### src/rtl/v3a_queue_op_issuer.sv
// v3a_queue_op_issuer: single-outstanding command initiator for the v3a
// double-ended tagged queue. Keeps a shadow occupancy count, pre-rejects
// overflow/underflow and illegal opcodes, and bounds every queue wait.
module v3a_queue_op_issuer #(
  parameter int unsigned p_depth     = 32,
  parameter int unsigned p_ptrwidth  = $clog2(p_depth),
  parameter int unsigned p_chanwidth = 32,
  parameter int unsigned p_timeout   = 2 * p_depth + 8
) (
  input  logic                   clk,
  input  logic                   rst,
  input  logic                   cmd_val,
  output logic                   cmd_rdy,
  input  logic [2:0]             cmd_op,
  input  logic [p_ptrwidth-1:0]  cmd_tag,
  input  logic [p_chanwidth-1:0] cmd_data,
  output logic                   resp_val,
  input  logic                   resp_rdy,
  output logic [2:0]             resp_op,
  output logic                   resp_err,
  output logic [p_ptrwidth-1:0]  resp_tag,
  output logic [p_chanwidth-1:0] resp_data,
  output logic [p_ptrwidth:0]    occ_count,
  output logic                   enq_back_en,
  output logic                   enq_front_en,
  output logic                   deq_front_en,
  output logic                   deq_back_en,
  output logic                   upd_en,
  output logic                   del_en,
  input  logic                   enq_back_cpl,
  input  logic                   enq_front_cpl,
  input  logic                   deq_front_cpl,
  input  logic                   deq_back_cpl,
  input  logic                   upd_cpl,
  input  logic                   del_cpl,
  input  logic [p_ptrwidth-1:0]  enq_back_tag_out,
  input  logic [p_ptrwidth-1:0]  enq_front_tag_out,
  input  logic [p_chanwidth-1:0] deq_front_data,
  input  logic [p_chanwidth-1:0] deq_back_data,
  output logic [p_chanwidth-1:0] enq_back_data,
  output logic [p_chanwidth-1:0] enq_front_data,
  output logic [p_chanwidth-1:0] upd_data_in,
  output logic [p_ptrwidth-1:0]  upd_tag_in,
  output logic [p_ptrwidth-1:0]  del_tag_in
);

  localparam int unsigned occ_w = p_ptrwidth + 1;
  localparam int unsigned cnt_w = $clog2(p_timeout + 1);

  localparam logic [1:0] st_idle = 2'd0;
  localparam logic [1:0] st_wait = 2'd1;
  localparam logic [1:0] st_resp = 2'd2;

  localparam logic [2:0] op_enq_back  = 3'd0;
  localparam logic [2:0] op_enq_front = 3'd1;
  localparam logic [2:0] op_deq_front = 3'd2;
  localparam logic [2:0] op_deq_back  = 3'd3;
  localparam logic [2:0] op_upd       = 3'd4;
  localparam logic [2:0] op_del       = 3'd5;

  logic [1:0]             state_q, state_d;
  logic [cnt_w-1:0]       cnt_q, cnt_d;
  logic [occ_w-1:0]       occ_q, occ_d;
  logic [2:0]             op_q, op_d;
  logic [p_ptrwidth-1:0]  tag_q, tag_d;
  logic [p_chanwidth-1:0] data_q, data_d;
  logic                   err_q, err_d;
  logic [p_ptrwidth-1:0]  rtag_q, rtag_d;
  logic [p_chanwidth-1:0] rdata_q, rdata_d;

  logic own_cpl;
  logic wait_fire;
  logic cmd_is_enq, cmd_is_ill, cmd_rej, cmd_has_tag;

  // Completion of the op currently in flight; all other cpl lines are ignored
  always_comb begin
    own_cpl = 1'b0;
    case (op_q)
      op_enq_back:  own_cpl = enq_back_cpl;
      op_enq_front: own_cpl = enq_front_cpl;
      op_deq_front: own_cpl = deq_front_cpl;
      op_deq_back:  own_cpl = deq_back_cpl;
      op_upd:       own_cpl = upd_cpl;
      op_del:       own_cpl = del_cpl;
      default:      own_cpl = 1'b0;
    endcase
  end

  // Local admission check on the incoming command
  always_comb begin
    cmd_is_ill  = (cmd_op > op_del);
    cmd_is_enq  = (cmd_op == op_enq_back) || (cmd_op == op_enq_front);
    cmd_has_tag = (cmd_op == op_upd) || (cmd_op == op_del);
    cmd_rej     = cmd_is_ill
                || (cmd_is_enq && (occ_q == occ_w'(p_depth)))
                || (!cmd_is_enq && (occ_q == '0));
  end

  // Next-state and response capture
  always_comb begin
    state_d = state_q;
    cnt_d   = cnt_q;
    occ_d   = occ_q;
    op_d    = op_q;
    tag_d   = tag_q;
    data_d  = data_q;
    err_d   = err_q;
    rtag_d  = rtag_q;
    rdata_d = rdata_q;
    case (state_q)
      st_idle: begin
        if (cmd_val) begin
          op_d    = cmd_op;
          tag_d   = cmd_tag;
          data_d  = cmd_data;
          rdata_d = '0;
          rtag_d  = cmd_has_tag ? cmd_tag : '0;
          if (cmd_rej) begin
            err_d   = 1'b1;
            state_d = st_resp;
          end else begin
            err_d   = 1'b0;
            cnt_d   = '0;
            state_d = st_wait;
          end
        end
      end
      st_wait: begin
        if (own_cpl) begin
          err_d   = 1'b0;
          state_d = st_resp;
          case (op_q)
            op_enq_back: begin
              rtag_d = enq_back_tag_out;
              occ_d  = occ_q + occ_w'(1);
            end
            op_enq_front: begin
              rtag_d = enq_front_tag_out;
              occ_d  = occ_q + occ_w'(1);
            end
            op_deq_front: begin
              rtag_d  = '0;
              rdata_d = deq_front_data;
              occ_d   = occ_q - occ_w'(1);
            end
            op_deq_back: begin
              rtag_d  = '0;
              rdata_d = deq_back_data;
              occ_d   = occ_q - occ_w'(1);
            end
            op_del:  occ_d = occ_q - occ_w'(1);
            default: occ_d = occ_q;
          endcase
        end else if (cnt_q == cnt_w'(p_timeout - 1)) begin
          err_d   = 1'b1;
          state_d = st_resp;
        end else begin
          cnt_d = cnt_q + cnt_w'(1);
        end
      end
      st_resp: begin
        if (resp_rdy) state_d = st_idle;
      end
      default: state_d = st_idle;
    endcase
  end

  // State and datapath registers
  always_ff @(posedge clk) begin
    if (rst) begin
      state_q <= st_idle;
      cnt_q   <= '0;
      occ_q   <= '0;
      op_q    <= '0;
      tag_q   <= '0;
      data_q  <= '0;
      err_q   <= 1'b0;
      rtag_q  <= '0;
      rdata_q <= '0;
    end else begin
      state_q <= state_d;
      cnt_q   <= cnt_d;
      occ_q   <= occ_d;
      op_q    <= op_d;
      tag_q   <= tag_d;
      data_q  <= data_d;
      err_q   <= err_d;
      rtag_q  <= rtag_d;
      rdata_q <= rdata_d;
    end
  end

  // Enable is masked by own_cpl so the queue never sees a re-fire in the cpl cycle
  always_comb begin
    wait_fire    = (state_q == st_wait) && !own_cpl;
    enq_back_en  = wait_fire && (op_q == op_enq_back);
    enq_front_en = wait_fire && (op_q == op_enq_front);
    deq_front_en = wait_fire && (op_q == op_deq_front);
    deq_back_en  = wait_fire && (op_q == op_deq_back);
    upd_en       = wait_fire && (op_q == op_upd);
    del_en       = wait_fire && (op_q == op_del);
  end

  assign cmd_rdy        = (state_q == st_idle);
  assign resp_val       = (state_q == st_resp);
  assign resp_op        = op_q;
  assign resp_err       = err_q;
  assign resp_tag       = rtag_q;
  assign resp_data      = rdata_q;
  assign occ_count      = occ_q;
  assign enq_back_data  = data_q;
  assign enq_front_data = data_q;
  assign upd_data_in    = data_q;
  assign upd_tag_in     = tag_q;
  assign del_tag_in     = tag_q;

endmodule

### config.mk
export PLATFORM = sky130hd
export DESIGN_NAME = v3a_queue_op_issuer
export DESIGN_NICKNAME = d
export VERILOG_FILES = /design/src/rtl/v3a_queue_op_issuer.sv
export SDC_FILE = /design/constraint.sdc
export NUM_CORES = 1
export LEC_CHECK = 0
export ABC_AREA = 1
export BUFFER_PORTS_ARGS = -buffer_cell sky130_fd_sc_hd__buf_2
export CAP_MARGIN = 0
export CORE_MARGIN = 4
export CORE_UTILIZATION = 45
export DETAILED_ROUTE_END_ITERATION = 16
export PLACE_DENSITY = 0.81
export SETUP_SLACK_MARGIN = 0.15
export SLEW_MARGIN = 20
export SYNTH_ARGS = -nofsm -noshare
export SYNTH_HDL_FRONTEND = slang
export SYNTH_SLANG_ARGS = --single-unit
### constraint.sdc
create_clock -name clk -period 5.5 [get_ports clk]
set_clock_uncertainty 0.15 [all_clocks]
set_input_delay 0.55 -clock clk [delete_from_list [all_inputs] [get_ports clk]]
set_output_delay 0.55 -clock clk [all_outputs]
set_load 0.005 [all_outputs]
==> key figures, run 1 <==
Outcome
  • Status: finished clean

Worst setup path
  • CP top delay family: buffers and inverters
  • Reg2reg path depth: 9
  • Critical Path RT: between 4 and 5 ns
  • Critical Path End Type: primary output
  • CP Launch Type: flop
  • Reg-to-reg critical path endpoint: resp_data[10]$_SDFFE_PP0P_
  • Critical Path Fanout Max: 34
  • Largest stage delay on the critical path: between 0.5 and 0.6 ns
  • CP max stage cell: dfxtp_1
  • R2R Setup Slk: roughly 2.8 ns
  • RR Startpoint: state_q[0]$_SDFFE_PP0P_
  • CP Cell Sequence: nand2_1 -> nor2_2 -> buf_4 -> inv_1 -> nor2_1 -> buf_2
  • Crit Path Class: flop to primary output
  • Worst path bufs/invs: 3
  • CP Data Arrival Time: 2.28 ns

Synthesis
  • Seq/Total Area, Yosys: a little over a third
  • Synth Register Bits: 93
  • Post-Syn Area: 5110 sq um
  • Syn_nets: 909
  • Cells after synthesis: 778
  • Syn Area/Cell: around 6.6 sq um
  • Netlist cell types: 34
  • Synth warn: 0

Clocking
  • Num CTS Buffers: 9
  • CTS root buf: clkbuf_16
  • Hold Buf Count CTS: 0
  • CTS tree: done
  • H-tree levels: 3
  • Clk sinks: 93
  • Post-cts resize count: 0
  • Max Root-Sink Buffers: 2
  • Setup Fix Bufs, Post-CTS: 0
  • Clock slew at reported path FFs: about 0.06 ns
  • Clk_lat worst skew: 0.33 ns

Worst hold path
  • Hold path start: cmd_data[31]
  • Worst Hold Endpoint: enq_back_data[31]$_SDFFE_PP0P_
  • Min-Delay Path Depth: 3
  • Worst Hold Class: input pin to flop

Power and ir drop
  • Worst IR Drop VDD: 182 uV
  • Sw Ratio: ~30%
  • Int Pwr: 1.23 mW
  • Clk pwr share: 31.5%
  • Switching power: between 500 and 600 uW
  • Share of power burned in registers: around 45%
  • Combinational cell fraction of total power: between 20% and 30%
  • Pwr/cell area: 280 nW/um^2
  • Leak: ~3.4 nW

Drt
  • DR DRC count: 0
  • Wire per inst: roughly 13 microns
  • Total number of vias: 5321
  • Final wirelength: 15.0 mm
  • Initial DRC Count: 325
  • DR pass1 iterations: 5
  • Routed vias/inst: between 4 and 5
  • Antenna-violating nets left: 0

Floorplan
  • Die area: 13100 sq um
  • Die Ht: 115 microns
  • Core Box Area: 11000 sq um
  • Initial Util: 46.6%
  • I/O pin count: about 290
  • Die width: 115 microns
  • Rows: 38

Final layout
  • Most frequent cells in the layout: 284 x buf_2, 182 x nor2_1, 141 x nand2_1
  • Most common cell after layout, fill and taps aside: buf_2
  • Nets: 1101
  • Finished Layout Cells: 1112
  • Diodes inserted: 0
  • FILL cells: 1078
  • Layout overhead on the synthesized area: 23.0%
  • Share of layout cells above drive strength 1: roughly 33%

STA
  • Final setup TNS: 0 ns
  • Final Critical Period: 2.98 ns
  • Slew Limit Fails: 0
  • Setup Viol. Count Final: 0
  • Fin. Hold Viols: 0
  • Max-slew headroom: 48.7%
  • Crit share post-route: a little over half
  • Worst-margin pin slew: roughly 0.77 ns
  • RSZ-0062 raised after global routing: false
  • F_max: 336 MHz

Global routing
  • Global-route wire length before repair: about 23 mm
  • Vias in the first global route: 4706
  • GRT Overall Usage: 21.2%
  • Largest net degree at the start of global routing: 60
  • Antenna violations before repair: 0
  • Global route overflow: 0

Place
  • Final RePlAce weighted congestion: 0.882
  • DP Wirelength: approximately 11 mm
  • PortBufs: 284
  • Cells after DPL: between 1000 and 1500

Run
  • Max Cap Viol: 0
tightest hold or removal path: cells and delay by family:
| family | cells | cell delay (ns) |
|---|---|---|
| buf+inv | 1 | 0.07 |
| compound gates | 1 | 0.07 |
| simple gates | 1 | 0.07 |
stage by stage:
stage / utilization [%] / area, sq um / hold slack [ns] / total power, mW / worst slack [ns]
after global placement: 54.9 / 6030 / 0.301 / 1.22 / 2.90
after CTS: 57.3 / 6290 / 0.304 / 1.78 / 2.47
final: 57.3 / 6290 / 0.317 / 1.76 / 2.52
after detailed placement: 54.9 / 6030 / 0.313 / 1.22 / 2.82
after floorplan: - / 5110 / 0.312 / 1.10 / 3.39
after global routing: 57.3 / 6290 / 0.322 / 1.86 / 2.24
layer usage:
layer  part of all wire, %  vias to the layer above  track usage, %
li1                      -                     2752               -
met3                   7.5                       27            4.76
met5                     0                        -               0
met1                    40                     2340            25.3
met4                   2.4                        0            6.89
met2                    50                      202            37.3
how the worst max path moves through the flow:
stage | startpoint | end | slack, ns | cells after the start
floorplan | resp_op[2]$_SDFFE_PP0P_ | deq_front_en | 3.39 | 8
global placement | state_q[0]$_SDFFE_PP0P_ | resp_data[28]$_SDFFE_PP0P_ | 2.90 | 9
detailed placement | state_q[0]$_SDFFE_PP0P_ | resp_data[10]$_SDFFE_PP0P_ | 2.82 | 9
CTS | resp_op[0]$_SDFFE_PP0P_ | deq_back_en | 2.47 | 6
global route | resp_op[0]$_SDFFE_PP0P_ | deq_back_en | 2.24 | 6
finish | resp_op[0]$_SDFFE_PP0P_ | deq_back_en | 2.52 | 6
cell usage after synthesis:
library cell / count / share of area, %
nor2_1: 182 / 13
nand2_1: 141 / 10
dfxtp_1: 93 / 36
o21ai_0: 77 / 7.5
buf_4: 73 / 11
inv_1: 62 / 4.5
a21oi_1: 47 / 4.6
nand3_1: 24 / 2.3
clkbuf_1: 19 / 1.4
buf_1: 7 / 0.51
ha_1: 6 / 1.5
o22ai_1: 5 / 0.61
buf_2: 4 / 0.39
inv_2: 4 / 0.29
nor2_2: 4 / 0.49
buf_6: 3 / 0.66
nand3b_1: 3 / 0.44
nand4_1: 3 / 0.37
nor4_1: 3 / 0.37
nand3_2: 2 / 0.39
nor3b_1: 2 / 0.29
xnor2_1: 2 / 0.34
a31oi_1: 1 / 0.12
clkinv_2: 1 / 0.098
fa_1: 1 / 0.39
inv_4: 1 / 0.12
nand2_2: 1 / 0.12
nand2_4: 1 / 0.22
nand4_2: 1 / 0.24
nor2_4: 1 / 0.22
nor3_1: 1 / 0.098
o2111a_1: 1 / 0.22
o21ai_1: 1 / 0.098
xor2_1: 1 / 0.17
power groups by stage:
stage	clock (mW)	sequential, mW	combinational (mW)
finish	0.555	0.791	0.417
global placement	0	0.802	0.416
floorplan	0	0.801	0.295
global route	0.591	0.799	0.473
CTS	0.570	0.791	0.421
detailed placement	0	0.806	0.419
cell type report:
type	instances	area [sq um]	area share, %
Multi-Input combinational cell	511	2290	36.5
Sequential cell	93	1860	29.6
Timing Repair Buffer	287	1440	23.0
Inverter	68	259	4.12
Clock buffer	11	243	3.86
Tap cell	140	175	2.78
Clock inverter	2	12.5	0.199
cell families (layout without fill, tap and decap cells):
group                      Yosys count  after routing  synth area share, %
buffers and inverters              174            368                 18.7
adders and majority gates            7              7                 1.86
and+or+nand+nor                    369            369                 29.3
DFF                                 93             93                 36.4
xor gates and xnor gates             3              3                0.514
AOI/OAI and AO/OA                  132            132                 13.2
registers in the layout, summed over array words and instances, names as in the netlist:
register	cells
cnt_q	7
del_tag_in	5
enq_back_data	32
occ_count	6
resp_data	32
resp_err	1
resp_op	3
resp_tag	5
state_q	2
Power figures use the tool's default switching activity.
==> run 2, diff against run 1 <==
Clock period 5.5 ns to 2.8 ns, I/O delays scaled along.
==> run 2 against run 1 <==
  * Final area is 2.4% higher
  * Global-route usage is 1.3 points higher
  * Routed wire length is 4.2% higher
  * Sequential share of layout area is 0.64 points lower
  * Cell count is 0.54% higher
  * Hold slack worse by 0.27 ns
==> key figures, run 2 (synthesis gave the netlist of run 1 again) <==
Outcome
  • Status: finished clean

Worst setup path
  • Worst path bufs/invs: 2
  • Largest stage delay on the critical path: 0.43 ns
  • CP Data Arrival Time: approximately 2 ns
  • CP Launch Type: flop
  • R2R Setup Slk: roughly 0.48 ns
  • CP max stage cell: dfxtp_2
  • CP top delay family: simple AND/OR/NAND/NOR gates
  • Critical Path End Type: primary output
  • RR Startpoint: state_q[0]$_SDFFE_PP0P_
  • Critical path launch point: resp_op[2]$_SDFFE_PP0P_
  • CP Cell Sequence: clkinv_2 -> nand3_2 -> nor2_1 -> nor2_4 -> nand3_4 -> nor4_1 -> buf_2
  • Reg2reg path depth: 8
  • Reg-to-reg critical path endpoint: resp_tag[4]$_SDFFE_PP0P_
  • Crit Path Class: flop to primary output
  • Critical Path RT: between 2 and 2.5 ns
  • Critical Path Fanout Max: 13

Clocking
  • Max Root-Sink Buffers: 2
  • Clk sinks: 93
  • Num CTS Buffers: 9
  • H-tree levels: 3
  • Clk_lat worst skew: 0.33 ns
  • Hold Buf Count CTS: 0
  • Clock slew at reported path FFs: approximately 0.060 ns
  • CTS root buf: clkbuf_16
  • CTS tree: done

STA
  • Worst-margin pin slew: 0.618 ns
  • PnR worst setup slack: 0.336 ns
  • RSZ-0062 raised after global routing: false
  • Final Critical Period: 2.46 ns
  • Setup Viol. Count Final: 0
  • Max-slew headroom: 58.7%
  • F_max: 406 MHz
  • Final setup TNS: 0 ns
  • Slew Limit Fails: 0
  • Crit share post-route: just under 90%
  • Fin. Hold Viols: 0

Power and ir drop
  • Leak: ~3.5 nW
  • Clk pwr share: 36.3%
  • Switching power: 1.08 mW
  • Worst IR Drop VDD: between 300 and 400 uV
  • Pwr/cell area: between 500 and 600 nW/um^2
  • Int Pwr: 2.68 mW
  • Share of power burned in registers: 41.4%
  • Combinational cell fraction of total power: around 22%
  • Sw Ratio: 28.7%

Final layout
  • Layout overhead on the synthesized area: 26.0%
  • FILL cells: 1063
  • Diodes inserted: 0
  • Multi-input gate area in the final layout: ~2300 sq um
  • Most common cell after layout, fill and taps aside: buf_2
  • Most frequent cells in the layout: 284 x buf_2, 182 x nor2_1, 141 x nand2_1
  • FF/Latch Area: 1870 sq um
  • Nets: between 1000 and 1500
  • Share of layout cells above drive strength 1: about a third

Floorplan
  • I/O pin count: ~290
  • Die width: between 100 and 150 microns
  • Core Box Area: 11000 sq um
  • Die Ht: 115 microns
  • Rows: 38
  • Die area: about 13000 sq um
  • Initial Util: 46.6%

Drt
  • Final wirelength: 15.6 mm
  • Initial DRC Count: 379
  • Wire per inst: ~14 microns
  • Total number of vias: 5424
  • DR DRC count: 0
  • Antenna-violating nets left: 0
  • DR pass1 iterations: 4
  • Routed vias/inst: 4.85

Place
  • DP Wirelength: 11.8 mm
  • Final RePlAce weighted congestion: 0.864
  • Post-Place Worst Slack: 0.409 ns
  • PortBufs: 284

Global routing
  • Vias in the first global route: 4975
  • Antenna violations before repair: 0
  • Global-route wire length before repair: 23.9 mm
  • Global route overflow: 0
  • GRT Overall Usage: between 20 and 25%
  • Largest net degree at the start of global routing: 46

Worst hold path
  • Hold path start: cmd_data[31]
  • Min-Delay Path Depth: 3
  • Worst Hold Endpoint: enq_back_data[31]$_SDFFE_PP0P_
  • Worst Hold Class: input pin to flop

Run
  • Max Cap Viol: 0
## run 2: changes by cell type in the layout (fill, tap and decap cells not counted), moves of 2 or more
cell | before | now
dfxtp_2 | 0 | 3
nor4_1 | 3 | 1
bufinv_16 | 0 | 3
buf_4 | 3 | 6
dfxtp_1 | 93 | 90
## run 2: how the worst max path moves through the flow
| stage | end | slack [ns] | depth (start not counted) |
|---|---|---|---|
| 4_1_cts | upd_en | 0.06 | 7 |
| 6_report | deq_front_en | 0.34 | 7 |
| 3_5_place_dp | resp_data[10]$_SDFFE_PP0P_ | 0.41 | 10 |
| 2_1_floorplan | occ_count[4]$_SDFFE_PP0P_ | 0.80 | 9 |
| 3_3_place_gp | resp_data[14]$_SDFFE_PP0P_ | 0.48 | 9 |
| 5_1_grt | deq_front_en | 0.21 | 7 |
## run 2: through the flow
stage / power, mW / util [%] / instances / instance area (sq um) / hold WS [ns]
2_1_floorplan: 2.15 / - / 778 / 5110 / 0.297
3_3_place_gp: 2.40 / 55.3 / 1102 / 6070 / 0.303
3_5_place_dp: 2.42 / 55.3 / 1102 / 6070 / 0.304
4_1_cts: 3.78 / 58.3 / 1117 / 6400 / 0.0292
5_1_grt: 3.96 / 58.7 / 1118 / 6440 / 0.0546
6_report: 3.76 / 58.7 / 1118 / 6440 / 0.0450
## run 2: layout make-up
class | count | area share [%]
Multi-Input combinational cell | 511 | 36.1
Sequential cell | 93 | 29.0
Timing Repair Buffer | 291 | 23.1
Inverter | 68 | 4.08
Clock buffer | 10 | 3.55
Tap cell | 140 | 2.72
Clock inverter | 5 | 1.55
## run 2: metal layers
| metal | vias up | wire length, microns | GRT usage, % |
|---|---|---|---|
| li1 | 2762 | - | - |
| met5 | - | 0 | 0 |
| met2 | 217 | 7800 | 39.1 |
| met1 | 2411 | 6100 | 26.6 |
| met3 | 34 | 1300 | 5.29 |
| met4 | 0 | 430 | 8.55 |
## run 2: timing repair
action,CTS,global route
gates resized for setup,0,8
endpoints found under the setup margin,2,10
buffers inserted,0,1
## run 2: power by group through the flow
stage               combinational [mW]  clock [mW]  sequential [mW]
finish                           0.840        1.36             1.55
global placement                 0.825           0             1.57
detailed placement               0.837           0             1.58
floorplan                        0.580           0             1.57
CTS                              0.841        1.39             1.55
global route                     0.954        1.44             1.57
## run 2: worst register-to-register path, stage by stage (launching register included)
cell and delay, ns:
dfxtp_1 0.36, inv_1 0.07, nor2_2 0.25, inv_2 0.16, buf_4 0.29, o21ai_0 0.51
nand2_1 0.24, nand2_1 0.10, a21oi_1 0.07
